[src/rtl/parity_pkg.sv]
//------------------------------------------------------------------------------
// Module   : parity_pkg
// Purpose  : State encoding and parity constants shared by the serial parity receiver.
// Revision : 1.0
//------------------------------------------------------------------------------
`default_nettype none

package parity_pkg;

    typedef enum logic [1:0] {
        IDLE   = 2'd0,
        DATA   = 2'd1,
        PARITY = 2'd2,
        STOP   = 2'd3
    } rx_state_t;

    // XOR over data plus parity bit that a clean even-parity frame yields
    localparam logic PARITY_EVEN = 1'b0;

endpackage

`default_nettype wire

[src/rtl/parity_xor.sv]
//------------------------------------------------------------------------------
// Module   : parity_xor
// Purpose  : XOR reduction over WIDTH bits; the same function as the parity generator.
// Revision : 1.0
//------------------------------------------------------------------------------
`default_nettype none

module parity_xor #(
    parameter int WIDTH = 5
) (
    input  logic [WIDTH-1:0] bits,
    output logic             check
);

    assign check = ^bits;

endmodule

`default_nettype wire

[src/rtl/parity_rx.sv]
//------------------------------------------------------------------------------
// Module   : parity_rx
// Purpose  : Strobe-qualified serial deframer with even-parity and stop-bit checking.
//            Define PARITY_RX_ERRCNT_EN to add the saturating bad-frame counter err_cnt.
// Revision : 1.0
//------------------------------------------------------------------------------
`default_nettype none

module parity_rx
    import parity_pkg::*;
#(
    parameter int DATA_W    = 4,
    parameter int ERR_CNT_W = 8
) (
    input  logic              clk,
    input  logic              rst,
    input  logic              rx,
    input  logic              bit_en,
    output logic [DATA_W-1:0] data_out,
    output logic              valid,
    output logic              parity_err,
    output logic              frame_err,
    output logic              busy
`ifdef PARITY_RX_ERRCNT_EN
    ,
    output logic [ERR_CNT_W-1:0] err_cnt
`endif
);

    // A 1-bit index is kept even for DATA_W=1 so the counter never has zero width
    localparam int              IDX_W    = (DATA_W > 1) ? $clog2(DATA_W) : 1;
    localparam logic [IDX_W-1:0] LAST_IDX = IDX_W'(DATA_W - 1);

    rx_state_t         state;
    rx_state_t         state_n;
    logic [IDX_W-1:0]  idx;
    logic [DATA_W-1:0] shift;
    logic              par_bit;
    logic              check;
    logic              stop_edge;

    parity_xor #(
        .WIDTH (DATA_W + 1)
    ) u_parity_xor (
        .bits  ({par_bit, shift}),
        .check (check)
    );

    assign stop_edge = bit_en && (state == STOP);

    always_comb begin
        state_n = state;
        if (bit_en) begin
            case (state)
                IDLE:    if (!rx) state_n = DATA;
                DATA:    if (idx == LAST_IDX) state_n = PARITY;
                PARITY:  state_n = STOP;
                STOP:    state_n = IDLE;
                default: state_n = IDLE;
            endcase
        end
    end

    always_ff @(posedge clk) begin
        if (rst) begin
            state <= IDLE;
        end else begin
            state <= state_n;
        end
    end

    always_ff @(posedge clk) begin
        if (rst) begin
            idx        <= '0;
            shift      <= '0;
            par_bit    <= 1'b0;
            data_out   <= '0;
            valid      <= 1'b0;
            parity_err <= 1'b0;
            frame_err  <= 1'b0;
            busy       <= 1'b0;
        end else begin
            valid <= stop_edge;
            busy  <= (state_n != IDLE);
            if (bit_en) begin
                case (state)
                    IDLE: idx <= '0;
                    DATA: begin
                        shift[idx] <= rx;
                        idx        <= idx + 1'b1;
                    end
                    PARITY: par_bit <= rx;
                    STOP: begin
                        data_out   <= shift;
                        parity_err <= (check != PARITY_EVEN);
                        frame_err  <= ~rx;
                    end
                    default: idx <= '0;
                endcase
            end
        end
    end

`ifdef PARITY_RX_ERRCNT_EN
    logic frame_bad;

    // Updated on the stop edge so err_cnt already includes the frame while valid is high
    assign frame_bad = (check != PARITY_EVEN) | ~rx;

    always_ff @(posedge clk) begin
        if (rst) begin
            err_cnt <= '0;
        end else if (stop_edge && frame_bad && (err_cnt != {ERR_CNT_W{1'b1}})) begin
            err_cnt <= err_cnt + 1'b1;
        end
    end
`endif

endmodule

`default_nettype wire

[config.mk]
export PLATFORM = sky130hd
export DESIGN_NAME = parity_rx
export DESIGN_NICKNAME = d
export VERILOG_FILES = /design/src/rtl/parity_pkg.sv /design/src/rtl/parity_xor.sv /design/src/rtl/parity_rx.sv
export SDC_FILE = /design/constraint.sdc
export NUM_CORES = 1
export LEC_CHECK = 0
export ABC_AREA = 1
export BUFFER_PORTS_ARGS = -buffer_cell sky130_fd_sc_hd__buf_2
export CAP_MARGIN = 15
export CORE_UTILIZATION = 54
export DETAILED_ROUTE_END_ITERATION = 7
export PLACE_DENSITY = 0.84
export SYNTH_ARGS = -nofsm -noshare
export SYNTH_HDL_FRONTEND = slang
export SYNTH_HIERARCHICAL = 1
export SYNTH_SLANG_ARGS = --single-unit
[constraint.sdc]
create_clock -name clk -period 1.1 [get_ports clk]
set_input_delay 0.055 -clock clk [delete_from_list [all_inputs] [get_ports clk]]
set_output_delay 0.055 -clock clk [all_outputs]
set_load 0.005 [all_outputs]
* After elaboration in Yosys (flattened, before gate mapping)
Cells that the tools add are included.
Widths: inputs -> output; s select.
** Operators by class
- $mul :: 0
- Order comparisons :: 2
- Div/mod/pow operators :: 0
- Reductions and logical operators :: 10
- Bitwise gates (word level) :: 1
- Add/sub/neg operators :: 1
- Mux-type cells :: 8
- Equality and inequality tests :: 4
- Shifts and indexed selects :: 0
** Operators by type and width (number)
- $pmux 2 s4 :: 1
- $reduce_and 2->1 :: 4
- $eq 2x2->1 const B :: 3
- $mux 2 :: 3
- $reduce_xor 5->1 :: 1
- $bwmux 4 :: 1
- $pmux 2 s2 :: 1
- $reduce_bool 2->1 :: 2
- $lt 2x3->1 const B :: 1
- $add 2x1->2 const B :: 1
- $demux 1 s2 :: 1
- $eq 2x1->1 const B :: 1
- $ge 2x1->1 const B :: 1
- $logic_and 1x1->1 :: 2
- $logic_not 2->1 :: 1
- $mux 1 :: 1
- $not 1->1 :: 1
** Word-level totals
- Memories :: 0
- Output and inout bits :: 8
- Input bits :: 4
- Flip-flop bits (word level) :: 17
- Logic and storage cells :: 35
- Latch bits :: 0
- Bits in read-only memories :: 0
- Memory bits (writable) :: 0

* Depth between registers and ports, before layout
- Depth after elaboration :: 5
- Depth in mapped cells :: 9
- Depth with buffers taken out :: 9

* Cells and area by module
Netlist, hierarchy kept.
** By module, submodules not included
- parity_rx :: instances 1, area each 784.5 sq um, cells each 102, sequential area each 340.3 sq um
- parity_xor :: instances 1, area each 65.1 sq um, cells each 14, sequential area each 0.0 sq um

* Least setup slack after synthesis
OpenSTA, ideal clock, no wires.
- Path kind :: flip-flop to flip-flop
- Start point :: register state[0]
- End point :: register shift[0]
- Period minus slack after synthesis :: 967 ps
- Data required time :: 990 ps
- Path slack :: 133 ps
- Buffers on the path :: 0
- Arrival time :: 857 ps
- Cell stages (with the launch flop) :: 6
- Setup time :: 110 ps
- Cells stage by stage :: dfxtp_1 > nand2_4 > nor2_2 > nand3_1 > nand2_1 > nor2_1
** Between the ends
- Cells in the longest elaborated chain, start to end :: 2
** Ends and longest elaborated chain
- from (decl) :: line parity_rx.sv:34 : rx_state_t state;
- from (signal assigned) :: line parity_rx.sv:68 : state <= state_n;
- $eq 2x1->1 :: line parity_rx.sv:86 : case (state)
- $reduce_and 2->1 (no line)
- to (signal, indexed assignment) :: line parity_rx.sv:89 : shift[idx] <= rx;
- to (decl) :: line parity_rx.sv:37 : logic [DATA_W-1:0] shift;
Every way passes these cells.
A chain may end at the register's enable or synchronous reset.

==> results.toml <==
[placement]
place_congestion = 0.880
dpl_cell_area_um2 = 923
dpl_worst_slack_ns = -0.0174
dp_hpwl_mm = 1.25
portBuffers = 11

[synth]
synthCells = 116
synth_top_cell_area_share_pct = 40.1
synth_fp_nets = 124
synth_edf_count = 0
yosysMostFrequentCell = "nand2_1"
synthTopCellsByCount = "nand2_1, dfxtp_1, inv_1"
ys_ff_latch = 17
synth_area_leaders = "dfxtp_1, nand2_1, inv_1, nor2_1, ha_1"
ys_async_sr_fraction_pct = 0
yosys.area.top_type = "dfxtp_1"
synth_top_flop_cell = "dfxtp_1"
avgSynthCellArea_um2 = 7.32
yosys_warnings = 6
ys_seq_area_share_pct = 40.1
netlist_area_um2 = 850
yosysUniqueCellTypes = 20

[final_layout]
syn_to_final_growth_pct = 15.9
finalInstanceArea_um2 = 985
register_area_um2 = 352
nFillCells = 120
multi_input_area_um2 = 429
drive_above_1_share_pct = 31.1
num_antenna_cells = 0
fin_nets = 141

[outcome]
status = "finished, final reports clean"

[cts]
htree_levels = 1
cts_sinks = 17
numCtsBuffers = 3
postCtsSetupBuffers = 0
insertion_delay_ns = 0.30
cts_tree = "yes"
clk_path_buf_depth = 2
path_clk_slew_ns = 0.11
clockRootBuffer = "clkbuf_4"

[drt]
drt-total-wl_mm = 1.68
drc = 0
wl_per_cell_um = 11.4
viasPerCell = 5.15
drtAntennaViolNets = 0
vias = 757
first_pass_iters = 4
dr.first_iter.drc_count = 19

[critical_path]
cp_cell_sequence = "dlygate4sd3_1 -> buf_2 -> inv_1 -> nand3_1 -> nand2_1"
cp-end-kind = "register"
slowest_delay_ns = 0.53
required_ns = 1.35
path_buf_inv = 3
arrival_ns = 1.29
cp-start-kind = "input pin"
crit_fanout = 13
reg2reg_slack_ns = 0.06
cp_slowest_cell = "dlygate4sd3_1"
crit_type = "input pin to register"
cp_top_family = "buffers and inverters"

[power]
p_per_area_nw_per_um2 = 1090
ir_worst_vdd_mv = 0.854
p_leak_nw = 0.510

[grt]
grt_max_degree = 14
overflow = 0
antenna_found_initial = 0
met1_usage_pct = 22.9
grt.met2_usage_pct = 34.1
busiest_layer = "met2"
grt_usage_pct = 20.0
grt_pass1_vias = 666
gr-usage-met3_pct = 2.61
grt_pass1_wl_mm = 2.64

[timing]
hold_ws_ns = 0.0422
finalWorstSetupSlack_ns = 0.0615
setup_violations = 0
slew_headroom_pct = 73.9
rsz0062_at_grt = "yes"
slew_violations = 0
fin_crit_ns = 1.04
post-route-period-util_pct = 94.4
finalHoldViolations = 0
timing.fmax_mhz = 963
worst_pin_slew_ns = 0.391
finClkSkew_ns = 0.00792

[die]
core_area_um2 = 1380
dieArea_um2 = 1740
num_rows = 13
ioPinCount = 12
initial_core_util_pct = 61.4
fp.dieH_um = 41.7
die_w_um = 41.7

[flow_run]
max_cap_viol_count = 0

[min_path]
hp-class = "input pin to register"
## kinds of logic (layout without fill, tap and decap cells)
family / Yosys count / after routing / synth area share [%]
AOI/OAI and AO/OA: 11 / 11 / 6.92
xor gates and xnor gates: 1 / 1 / 1.03
adders and majority gates: 4 / 4 / 5.89
buffers and inverters: 22 / 38 / 10.9
DFF: 17 / 17 / 40.1
and+or+nand+nor: 61 / 61 / 35.2
## tightest hold or removal path: cells and delay by family
kind	cells	cell delay (ns)
AO/OA/AOI/OAI	1	0.06
buffers and inverters	1	0.11
AND/OR/NAND/NOR	1	0.08
## per-stage QoR
step	utilization (%)	setup TNS (ns)	power, mW	instances
after detailed placement	66.8	-0.0174	0.734	142
after global routing	71.2	-0.0512	1.11	147
final	71.2	0	1.07	147
after global placement	66.8	0	0.730	142
after CTS	70.0	0	1.07	147
after floorplan	-	0	0.709	116
## worst paths after layout
| path | from | end | cells past startpoint |
|---|---|---|---|
| worst max-delay path | rst | busy | 5 |
| worst min-delay path | rx | par_bit | 3 |
| worst max register to register | idx[1] | shift[3] | 6 |
| worst min register to register | par_bit | par_bit | 2 |
## what timing repair did
action                                  4_1_cts  5_1_grt
hold endpoints to repair                      3        0
endpoints found under the setup margin        1        6
gates cloned                                  0        0
gates resized for setup                       1        9
hold buffers                                  1        0
## placed cells by master (no fill, tap or decap), drive strengths merged
cell type | netlist | layout
dfxtp | 17 | 17
dlygate4sd3 | 0 | 1
a21oi | 2 | 2
xor2 | 1 | 1
nand2 | 27 | 27
nand3 | 7 | 7
ha | 4 | 4
buf | 2 | 13
nor2 | 23 | 23
clkinv | 1 | 2
nand4 | 4 | 4
o21ai | 9 | 9
inv | 19 | 19
clkbuf | 0 | 3
## sequential cells by signal, indices dropped and copies added (netlist names)
register    count
data_out        4
shift           4
idx             2
state           2
busy            1
frame_err       1
par_bit         1
parity_err      1
valid           1
## power by group
part / internal [mW] / switching (mW) / total (mW)
logic: 0.0325 / 0.0588 / 0.0913
clock network: 0.136 / 0.213 / 0.348
registers: 0.624 / 0.0102 / 0.634
## area by class of cell
class	count	share of cell area (%)
Inverter	20	7.88
Timing Repair Buffer	14	8.13
Multi-Input combinational cell	77	43.6
Clock buffer	3	2.29
Clock inverter	1	0.508
Sequential cell	17	35.7
Tap cell	15	1.91
## layer usage
| layer | vias to the layer above | part of all wire [%] |
|---|---|---|
| met4 | 0 | 3.7 |
| met2 | 17 | 49 |
| li1 | 389 | - |
| met5 | - | 0 |
| met1 | 344 | 44 |
| met3 | 7 | 3.1 |
(Power assumes the default switching activity.)
